<file path="config.mk">
export PLATFORM = sky130hd
export DESIGN_NAME = capture_wr_ctrl
export DESIGN_NICKNAME = d
export VERILOG_FILES = /design/src/rtl/capture_pkg.sv /design/src/rtl/cap_edge_det.sv /design/src/rtl/capture_wr_ctrl.sv
export SDC_FILE = /design/constraint.sdc
export NUM_CORES = 1
export LEC_CHECK = 0
export CORE_MARGIN = 8
export CORE_UTILIZATION = 25
export DETAILED_ROUTE_END_ITERATION = 12
export MAX_ROUTING_LAYER = met4
export PLACE_DENSITY_LB_ADDON = 0.3
export REMOVE_ABC_BUFFERS = 1
export SETUP_SLACK_MARGIN = 0.05
export SYNTH_ARGS = -nofsm -noshare
export SYNTH_HDL_FRONTEND = slang
export SYNTH_SLANG_ARGS = --single-unit
</file>
<file path="constraint.sdc">
create_clock -name clk -period 3.62 [get_ports clk]
set_input_delay 0.905 -clock clk [delete_from_list [all_inputs] [get_ports clk]]
set_output_delay 0.905 -clock clk [all_outputs]
set_load 0.02 [all_outputs]
</file>
<file path="src/rtl/capture_pkg.sv">
// ---------------------------------------------------------------------------
// capture_pkg
// Shared definitions for the ADC capture write path.
//   CAP_DATA_W    : default ADC sample width (one bit per ADC data pad)
//   CAP_MEM_DEPTH : default capture memory depth in words
//   cap_state_t   : capture controller state encoding
// ---------------------------------------------------------------------------
package capture_pkg;

  localparam int CAP_DATA_W    = 18;
  localparam int CAP_MEM_DEPTH = 4096;

  typedef enum logic [1:0] {
    CAP_IDLE = 2'd0,
    CAP_FILL = 2'd1,
    CAP_DONE = 2'd2
  } cap_state_t;

endpackage

</file>
<file path="src/rtl/cap_edge_det.sv">
// ---------------------------------------------------------------------------
// cap_edge_det
// Registered rising-edge detector for a regfile level signal.
// Ports:
//   clk     : clock, rising edge
//   rst     : asynchronous active-high reset
//   i_level : level input from the register file
//   o_rise  : one-cycle registered pulse when i_level goes 0 -> 1
// ---------------------------------------------------------------------------
module cap_edge_det (
  input  logic clk,
  input  logic rst,
  input  logic i_level,
  output logic o_rise
);

  logic r_prev;
  logic r_armed;
  logic r_rise;

  // The previous level is tracked every cycle. r_armed stays low for the
  // first clock after reset so that a level already high during reset is
  // absorbed into r_prev instead of being reported as a fresh edge.
  always_ff @(posedge clk or posedge rst) begin
    if (rst) begin
      r_prev  <= 1'b0;
      r_armed <= 1'b0;
      r_rise  <= 1'b0;
    end else begin
      r_prev  <= i_level;
      r_armed <= 1'b1;
      r_rise  <= r_armed & i_level & ~r_prev;
    end
  end

  assign o_rise = r_rise;

endmodule

</file>
<file path="src/rtl/capture_wr_ctrl.sv">
// ---------------------------------------------------------------------------
// capture_wr_ctrl
// Fills the capture memory with MEM_DEPTH consecutive ADC samples (or a ramp
// in self-test mode) after a start request, then signals the readout side.
// Ports:
//   clk, rst           : clock and asynchronous active-high reset
//   cfg_capture_start  : start level, rising edge starts a capture
//   cfg_capture_again  : re-capture level, rising edge refills from DONE
//   cfg_capture_mode   : 1 freezes the fill (writes paused), 0 normal
//   cfg_self_test_mode : 1 writes the ramp pattern instead of ADC data
//   adc_data_i         : ADC sample
//   adc_valid_i        : adc_data_i valid this cycle
//   mem_wr_en/addr/data: registered memory write port
//   cap_busy, cap_done : high in FILL / DONE
//   rd_start           : one-cycle pulse issued with the last write
// ---------------------------------------------------------------------------
module capture_wr_ctrl
  import capture_pkg::*;
#(
  parameter int DATA_W    = CAP_DATA_W,
  parameter int MEM_DEPTH = CAP_MEM_DEPTH,
  parameter int ADDR_W    = $clog2(MEM_DEPTH)
) (
  input  logic              clk,
  input  logic              rst,
  input  logic              cfg_capture_start,
  input  logic              cfg_capture_again,
  input  logic              cfg_capture_mode,
  input  logic              cfg_self_test_mode,
  input  logic [DATA_W-1:0] adc_data_i,
  input  logic              adc_valid_i,
  output logic              mem_wr_en,
  output logic [ADDR_W-1:0] mem_wr_addr,
  output logic [DATA_W-1:0] mem_wr_data,
  output logic              cap_busy,
  output logic              cap_done,
  output logic              rd_start
);

  localparam logic [ADDR_W-1:0] LAST_ADDR = ADDR_W'(MEM_DEPTH - 1);

  cap_state_t        r_state;
  logic [ADDR_W-1:0] r_cnt;
  logic [DATA_W-1:0] r_ramp;
  logic              r_wr_en;
  logic [ADDR_W-1:0] r_wr_addr;
  logic [DATA_W-1:0] r_wr_data;
  logic              r_busy;
  logic              r_done;
  logic              r_rd_start;

  logic w_start_rise;
  logic w_again_rise;
  logic w_qualify;

  cap_edge_det u_start_edge (
    .clk     (clk),
    .rst     (rst),
    .i_level (cfg_capture_start),
    .o_rise  (w_start_rise)
  );

  cap_edge_det u_again_edge (
    .clk     (clk),
    .rst     (rst),
    .i_level (cfg_capture_again),
    .o_rise  (w_again_rise)
  );

  // A sample is taken when not frozen and either the ADC has data or the
  // ramp generator is the source (the ramp never needs a valid strobe).
  assign w_qualify = ~cfg_capture_mode & (adc_valid_i | cfg_self_test_mode);

  // Capture FSM with all outputs registered. Write strobe and rd_start
  // default low each cycle; the last write leaves FILL in the same cycle so
  // the counter stops at MEM_DEPTH-1 rather than wrapping.
  always_ff @(posedge clk or posedge rst) begin
    if (rst) begin
      r_state    <= CAP_IDLE;
      r_cnt      <= '0;
      r_ramp     <= '0;
      r_wr_en    <= 1'b0;
      r_wr_addr  <= '0;
      r_wr_data  <= '0;
      r_busy     <= 1'b0;
      r_done     <= 1'b0;
      r_rd_start <= 1'b0;
    end else begin
      r_wr_en    <= 1'b0;
      r_rd_start <= 1'b0;
      case (r_state)
        CAP_IDLE: begin
          if (w_start_rise) begin
            r_state <= CAP_FILL;
            r_cnt   <= '0;
            r_ramp  <= '0;
            r_busy  <= 1'b1;
            r_done  <= 1'b0;
          end
        end
        CAP_FILL: begin
          if (w_qualify) begin
            r_wr_en   <= 1'b1;
            r_wr_addr <= r_cnt;
            r_wr_data <= cfg_self_test_mode ? r_ramp : adc_data_i;
            r_ramp    <= r_ramp + DATA_W'(1);
            if (r_cnt == LAST_ADDR) begin
              r_state    <= CAP_DONE;
              r_rd_start <= 1'b1;
              r_busy     <= 1'b0;
              r_done     <= 1'b1;
            end else begin
              r_cnt <= r_cnt + ADDR_W'(1);
            end
          end
        end
        CAP_DONE: begin
          if (w_start_rise | w_again_rise) begin
            r_state <= CAP_FILL;
            r_cnt   <= '0;
            r_ramp  <= '0;
            r_busy  <= 1'b1;
            r_done  <= 1'b0;
          end
        end
        default: begin
          r_state <= CAP_IDLE;
          r_busy  <= 1'b0;
          r_done  <= 1'b0;
        end
      endcase
    end
  end

  assign mem_wr_en   = r_wr_en;
  assign mem_wr_addr = r_wr_addr;
  assign mem_wr_data = r_wr_data;
  assign cap_busy    = r_busy;
  assign cap_done    = r_done;
  assign rd_start    = r_rd_start;

endmodule

</file>
* After elaboration in Yosys (flattened, before gate mapping)
Index checks and enable logic that the tools add are counted.
** Operators by class
- Add/sub/neg operators :: 2
- Equal/unequal tests :: 8
- Mux-type cells :: 30
- Bitwise gates (word level) :: 10
- Reduce and logical (&&, ||, !) cells :: 6
** Operators with widths (number)
- $mux 18 :: 4
- $pmux 18 s3 :: 1
- $mux 12 :: 4
- $pmux 12 s3 :: 1
- $add 18x1->18 const B :: 1
- $mux 1 :: 13
- $add 12x1->12 const B :: 1
- $eq 12x12->1 const B :: 1
- $mux 2 :: 4
- $ne 2x2->1 const B :: 4
- $reduce_and 4->1 :: 2
- $pmux 1 s3 :: 2
- $pmux 2 s3 :: 1
- $and 1x1->1 :: 5
- $reduce_and 5->1 :: 1
- $not 1->1 :: 3
- $reduce_bool 3->1 :: 1
- $eq 2x1->1 const B :: 1
- $eq 2x2->1 const B :: 1
- $logic_not 2->1 :: 1
- $ne 2x1->1 const B :: 1
- $or 1x1->1 :: 2
- $reduce_and 2->1 :: 1
** Storage, ports and cells
- Register bits after elaboration :: 71
- Bits of input ports :: 25
- Output and inout port bits :: 34
- Logic and storage cells :: 70

* Depth between registers and ports, before layout
Gate-level depths: netlist (run 1).
- Word-level depth :: 4
- Depth in mapped cells :: 7
- Depth with buffers taken out :: 6

* Cells and area by module
A second synthesis (run 1) with hierarchy kept.
** Second synthesis, totals
- Cell total of the unflattened synthesis :: 336
- Area total of the unflattened synthesis :: 3309.4 um^2
** By module, submodules not included
- capture_wr_ctrl :: times used 1, cells each 324, area each 3126.7 um^2
- cap_edge_det :: times used 2, cells each 6, area each 91.3 um^2

* Worst setup path before layout (run 1)
Ideal clock, no wire load.
- Kind :: input to register
- Start :: in cfg_self_test_mode
- End :: reg r_ramp[12]
- Setup time :: 0.077 ns
- Data arrival time :: 2.158 ns
- Required time :: 3.543 ns
- Slack :: 1.384 ns
- Stages :: 7
- Cell sequence :: buf_4 > o21bai_4 > o21ai_2 > buf_4 > nand4_2 > or3_1 > a21oi_1
** Between the ends
- Word-level cells in the longest chain between the ends :: 4
** Ends and longest elaborated chain
- start: declaration :: line capture_wr_ctrl.sv:29 : input logic cfg_self_test_mode,
- $or 1x1->1 :: line capture_wr_ctrl.sv:72 : assign w_qualify = ~cfg_capture_mode & (adc_valid_i | cfg_self_test_mode);
- $and 1x1->1 :: line capture_wr_ctrl.sv:72
- $ne 2x2->1 (no source line)
- $reduce_and 4->1 (no source line)
- end signal: assignment :: line capture_wr_ctrl.sv:106 : r_ramp <= r_ramp + DATA_W'(1);
- end: declaration :: line capture_wr_ctrl.sv:44 : logic [DATA_W-1:0] r_ramp;
No other way between the ends.
A chain may end at the register's enable or synchronous reset.

* Final worst setup path (run 1)
- Start :: in cfg_self_test_mode
- End :: reg r_cnt[5]
** Between the ends
- Word-level cells in the longest chain between the ends :: 4
** Ends and longest elaborated chain
- $or 1x1->1 :: line capture_wr_ctrl.sv:72
- $and 1x1->1 :: line capture_wr_ctrl.sv:72
- $ne 2x2->1 (no source line)
- $reduce_and 5->1 (no source line)
- end signal: assignment :: line capture_wr_ctrl.sv:113 : r_cnt <= r_cnt + ADDR_W'(1);
- end: declaration :: line capture_wr_ctrl.sv:43 : logic [ADDR_W-1:0] r_cnt;
No other way between the ends.

==> results of run 1 <==
[power groups by stage]
stage / clock (uW) / sequential, uW / combinational, uW
finish: 867 / 1060 / 708
global route: 933 / 1080 / 787
global placement: 0 / 1070 / 711
CTS: 897 / 1060 / 723
floorplan: 0 / 1150 / 303
detailed placement: 0 / 1070 / 718
[metal layers]
| metal | track usage | vias to the layer above | wire, um |
|---|---|---|---|
| met3 | 0.0379 | 6 | 487 |
| met5 | - | - | 0 |
| met2 | 0.148 | 45 | 3470 |
| met1 | 0.116 | 1151 | 3440 |
| li1 | - | 1198 | - |
| met4 | 0.0246 | 0 | 65 |
[state kept, by name (all words and copies together) (netlist names)]
signal and flops:
r_state 2, cap_busy 1, u_start_edge.r_prev 1, u_again_edge.r_armed 1
u_again_edge.r_prev 1, mem_wr_data 18, rd_start 1, u_again_edge.o_rise 1
mem_wr_en 1, r_ramp 18, mem_wr_addr 12, r_cnt 12
u_start_edge.o_rise 1
[per-stage QoR]
step	power, uW	setup WS, ps	utilization
CTS	2680	1040	0.341
global placement	1780	720	0.317
finish	2630	1020	0.341
detailed placement	1790	686	0.317
global route	2800	895	0.341
floorplan	1460	301	-
[how the worst max path moves through the flow]
stage / endpoint / cells past startpoint
final: r_cnt[5] / 7
after global placement: r_cnt[11] / 7
after global routing: r_cnt[5] / 7
after detailed placement: r_cnt[11] / 7
after CTS: r_cnt[7] / 7
after floorplan: mem_wr_addr[0] / 3
[cells in the final DEF, fill, tap and decap left out, types with 2 or more instances in the layout]
| cell type | netlist | routed |
|---|---|---|
| or3_1 | 10 | 10 |
| mux2_2 | 13 | 13 |
| buf_4 | 3 | 3 |
| xnor2_1 | 2 | 2 |
| mux2i_1 | 18 | 18 |
| ha_1 | 2 | 2 |
| o21ai_0 | 20 | 20 |
| inv_1 | 7 | 6 |
| xor2_1 | 7 | 7 |
| and3_1 | 4 | 4 |
| a21oi_2 | 2 | 2 |
| nand2b_1 | 3 | 3 |
| a21oi_1 | 29 | 29 |
| o21ai_2 | 2 | 2 |
| clkinv_4 | 0 | 2 |
| dfrtp_1 | 70 | 70 |
| o31ai_1 | 5 | 5 |
| clkdlybuf4s50_1 | 0 | 58 |
| nor2_1 | 38 | 37 |
| clkbuf_16 | 0 | 9 |
| nand3_1 | 9 | 9 |
| or3_2 | 2 | 2 |
| nand2_1 | 16 | 16 |
| nand4_2 | 2 | 2 |
| nand4_1 | 10 | 10 |
[worst max-delay path: cells and delay by family]
kind	cells	cell delay (ps)
buffers and inverters	2	770
AND/OR/NAND/NOR	1	420
AO/OA/AOI/OAI	4	720
[cell families after synthesis]
kind of cell / Yosys count / share of synthesized area
fa+ha+maj: 2 / 0.00774
flops: 70 / 0.542
buf+inv: 21 / 0.0313
mux: 31 / 0.101
other cells: 1 / 0.00116
simple gates: 107 / 0.176
compound gates: 64 / 0.117
xor+xnor: 9 / 0.0244
[cell type report]
cell class,instances,area [sq um],share of cell area
timing repair buffer,62,623,0.145
clock buffer,10,239,0.0555
clock inverter,5,60.1,0.0140
multi-input combinational,214,1390,0.322
tap,172,215,0.0500
inverter,7,26.3,0.00611
sequential,70,1750,0.407
==> flow_metrics.env, run 1 <==
export IMPL_fin_setup_tns_ps=0
export IMPL_fmax_mhz=385
export IMPL_vias=2400
export IMPL_whs_ps=393
export IMPL_drc_errors=0
export IMPL_cp_required_ps=3850
export IMPL_synth_flop_cell="dfrtp_1"
export IMPL_hold_depth=1
export IMPL_critPathArrivalTime_ps=2820
export IMPL_max_slew_margin=0.547
export IMPL_comb_power_share=0.269
export IMPL_synth_cells=305
export IMPL_routedWlPerCell_um=13.8
export IMPL_track_usage=0.0965
export IMPL_p_leak_uw=0.00183
export IMPL_clkLatencyLatePin_ps=320
export IMPL_synth_area_top_cells="dfrtp_1, mux2i_1, mux2_2, a21oi_1, nor2_1"
export IMPL_grt_pass1_vias=2418
export IMPL_finalCriticalPeriod_ps=2600
export IMPL_synth_avg_cell_area_sq_um=10.6
export IMPL_yosysSeqAreaShare=0.542
export IMPL_fin_area_sq_um=4300
export IMPL_yosysTopAreaCellShare=0.542
export IMPL_wl_um=7460
export IMPL_num_rows=41
export IMPL_worst_slew_pin_slew_ps=679
export IMPL_finalWeightedCongestion=0.755
export IMPL_seqPwrFrac=0.402
export IMPL_cts_tree="done"
export IMPL_worst_setup_path_type="in -> reg"
export IMPL_holdCritStartpoint="u_start_edge.r_prev"
export IMPL_peakVddDrop_v=0.000262
export IMPL_antenna_found_initial=0
export IMPL_hold_buffers=0
export IMPL_root_buffer="clkbuf_16"
export IMPL_netlist_area_sq_um=3230
export IMPL_cts_buffer_depth=2
export IMPL_crit_start="cfg_self_test_mode"
export IMPL_synth_edf_count=0
export IMPL_whs_endpoint="u_start_edge.o_rise"
export IMPL_ant_nets=0
export IMPL_hold_viol=0
export IMPL_fin_worst_skew_ps=6.90
export IMPL_endpoint_kind="flip-flop"
export IMPL_drv_slew=0
export IMPL_coreArea_sq_um=12600
export IMPL_path_cells="clkdlybuf4s50_1, o21bai_4, o21ai_2, buf_4, o211ai_2, or2b_2, o31ai_1"
export IMPL_netlist_top_cells_count="dfrtp_1, nor2_1, a21oi_1"
export IMPL_post_cts_buffers=0
export IMPL_p_switching_uw=830
export IMPL_p_int_uw=1800
export IMPL_synth_seq_cells=70
export IMPL_placed_cells=525
export IMPL_cts_resized=0
export IMPL_drt_vias_per_instance=4.44
export IMPL_synth_cell_type_count=46
export IMPL_dr_pass1_iters=4
export IMPL_swShare=0.316
export IMPL_grt_start_max_net_pins=42
export IMPL_hold_class="reg -> reg"
export IMPL_instances_no_fill=540
export IMPL_area_growth_pct=33.1
export IMPL_ff2ff_setup_slack_ps=1390
export IMPL_initial_core_util=0.256
export IMPL_grt_pass1_wl_um=12400
export IMPL_outcome="completed"
export IMPL_htreeDepth=3
export IMPL_gr_total_overflow=0
export IMPL_powerDensity_nw_per_um2=612
export IMPL_r2r_start="r_cnt[0]"
export IMPL_reg2reg_to="r_cnt[2]"
export IMPL_cap_violations=0
export IMPL_synth_most_common_cell="dfrtp_1"
export IMPL_fill_cells=1308
export IMPL_clkSinkCount=70
export IMPL_portBuffers=58
export IMPL_placed_cell_area_sq_um=4000
export IMPL_clock_power_share=0.329
export IMPL_critPathSlowestCell="clkdlybuf4s50_1"
export IMPL_yosysTopAreaCell="dfrtp_1"
export IMPL_synth_warnings=0
export IMPL_setup_violations=0
export IMPL_cts_buffers=9
export IMPL_postSynth_asyncResetShare=1.00
export IMPL_die_h_um=130
export IMPL_critPathMaxStageDelay_ps=570
export IMPL_drive_gt1_frac=0.139
export IMPL_diodes=0
export IMPL_drt_iter0_drc=113
export IMPL_dieWidth_um=130
export IMPL_layout_worst_path_cycle_share=0.718
export IMPL_cp_start_kind="input port"
export IMPL_rsz0062_at_grt="no"
export IMPL_fin_nets=391
export IMPL_hpwl_um=5330
export IMPL_reg2reg_depth=6
export IMPL_clk_pin_slew_ps=60
export IMPL_io_pins=59
export IMPL_die_area_sq_um=16800
export IMPL_worst_path_max_fanout=13
No activity file was read; power rests on OpenSTA's default activity.
==> run 2, diff against run 1 <==
- clock period: 3.62 -> 2.25 ns (I/O delays scaled with it)
==> run 2 against run 1 <==
Effect of this change: global-route usage is 0.57 points higher; die area stayed put; core utilization up 1.1 points; setup slack got worse by 800 ps; worst hold slack got worse by 6.6 ps; largest power group unchanged; power grew 66%; critical endpoint is now cap_done; combinational power up 69%; non-clock buffer count rose by 11.
==> flow_metrics.env, run 2 (synthesis results as in run 1) <==
export IMPL_root_buffer="clkbuf_16"
export IMPL_post_place_ws_ps=-175
export IMPL_routedWlPerCell_um=13.7
export IMPL_endpoint_kind="primary output"
export IMPL_hold_class="reg -> reg"
export IMPL_io_pins=59
export IMPL_outcome="completed"
export IMPL_setup_violations=0
export IMPL_dieWidth_um=130
export IMPL_hold_viol=0
export IMPL_dr_pass1_iters=4
export IMPL_path_cells="clkdlybuf4s50_1"
export IMPL_ff2ff_setup_slack_ps=240
export IMPL_grt_pass1_wl_um=12900
export IMPL_portBuffers=58
export IMPL_drive_gt1_frac=0.163
export IMPL_worst_path_max_fanout=7
export IMPL_timing_critical_path_depth=1
export IMPL_hold_buffers=0
export IMPL_post_cts_buffers=0
export IMPL_critPathTopFamily="buffers and inverters"
export IMPL_cap_violations=0
export IMPL_peakVddDrop_v=0.000585
export IMPL_drt_iter0_drc=144
export IMPL_finalWeightedCongestion=0.815
export IMPL_powerDensity_nw_per_um2=986
export IMPL_drt_vias_per_instance=4.42
export IMPL_worst_setup_path_type="reg -> out"
export IMPL_fill_cells=1310
export IMPL_clkLatencyLatePin_ps=330
export IMPL_endpoint="cap_done"
export IMPL_antenna_found_initial=0
export IMPL_final_cell_mix="dfrtp_1, clkdlybuf4s50_1, nor2_1"
export IMPL_fin_nets=402
export IMPL_area_growth_pct=37.2
export IMPL_reg2reg_depth=7
export IMPL_cts_tree="done"
export IMPL_placed_cells=536
export IMPL_num_rows=41
export IMPL_die_h_um=130
export IMPL_critPathMaxStageDelay_ps=660
export IMPL_initial_core_util=0.256
export IMPL_r2r_start="r_cnt[0]"
export IMPL_hpwl_um=5490
export IMPL_drv_slew=0
export IMPL_instances_no_fill=552
export IMPL_cp_buffers_inverters=1
export IMPL_wl_um=7550
export IMPL_clk_pin_slew_ps=50
export IMPL_rsz0062_at_grt="no"
export IMPL_cts_buffer_depth=2
export IMPL_die_area_sq_um=16800
export IMPL_cts_buffers=9
export IMPL_worst_slack_ps=226
export IMPL_htreeDepth=3
export IMPL_vias=2439
export IMPL_finalCriticalPeriod_ps=2020
export IMPL_p_leak_uw=0.00191
export IMPL_coreArea_sq_um=12600
export IMPL_critPathArrivalTime_ps=1460
export IMPL_diodes=0
export IMPL_grt_start_max_net_pins=32
export IMPL_layout_worst_path_cycle_share=0.899
export IMPL_ant_nets=0
export IMPL_clkSinkCount=70
export IMPL_cp_required_ps=1690
export IMPL_cp_start_kind="flip-flop"
export IMPL_drc_errors=0
export IMPL_critPathSlowestCell="clkdlybuf4s50_1"
export IMPL_final_common_cell="dfrtp_1"
export IMPL_gr_total_overflow=0
export IMPL_crit_start="r_state[1]"
export IMPL_fin_worst_skew_ps=8.38
export IMPL_fmax_mhz=494
export IMPL_reg2reg_to="r_cnt[2]"
export IMPL_track_usage=0.102
export IMPL_grt_pass1_vias=2496
run 2: stage by stage:
| stage | hold slack [ps] | utilization | area (sq um) | TNS, ps | power, uW |
|---|---|---|---|---|---|
| after floorplan | 377 | - | 3160 | -25410 | 2350 |
| after global placement | 386 | 0.326 | 4110 | -1080 | 2920 |
| after detailed placement | 385 | 0.326 | 4110 | -2140 | 2940 |
| after CTS | 388 | 0.351 | 4430 | 0 | 4460 |
| after global routing | 419 | 0.351 | 4440 | 0 | 4660 |
| final | 386 | 0.351 | 4440 | 0 | 4370 |
run 2: area by class of cell:
class	count	area [sq um]	share of cell area
Timing Repair Buffer	73	733	0.165
Inverter	7	26.3	0.00592
Clock inverter	2	37.5	0.00846
Tap cell	172	215	0.0485
Multi-Input combinational cell	214	1390	0.313
Clock buffer	14	284	0.0640
Sequential cell	70	1750	0.395
run 2: how the worst min path moves through the flow:
stage | from | endpoint | slack, ps | cells past startpoint
2_1_floorplan | u_again_edge.r_prev | u_again_edge.o_rise | 380 | 1
3_3_place_gp | u_start_edge.r_prev | u_start_edge.o_rise | 390 | 1
3_5_place_dp | u_start_edge.r_prev | u_start_edge.o_rise | 380 | 1
4_1_cts | u_start_edge.r_prev | u_start_edge.o_rise | 390 | 1
5_1_grt | u_start_edge.r_prev | u_start_edge.o_rise | 420 | 1
6_report | u_start_edge.r_prev | u_start_edge.o_rise | 390 | 1
run 2: metal layers:
metal,up-vias,global-route usage,share of wire
li1,1224,-,-
met1,1148,0.121,0.45
met2,55,0.153,0.45
met3,12,0.0396,0.079
met4,0,0.0417,0.014
met5,-,-,0
run 2: what timing repair did:
action | 4_1_cts | 5_1_grt
hold endpoints to repair | 0 | 0
endpoints found under the setup margin | 0 | 1
resized for setup | 0 | 1
run 2: report_power, final:
part / switching, uW / internal, uW / total (uW)
logic: 631 / 565 / 1200
registers: 201 / 1500 / 1700
clock network: 500 / 979 / 1480
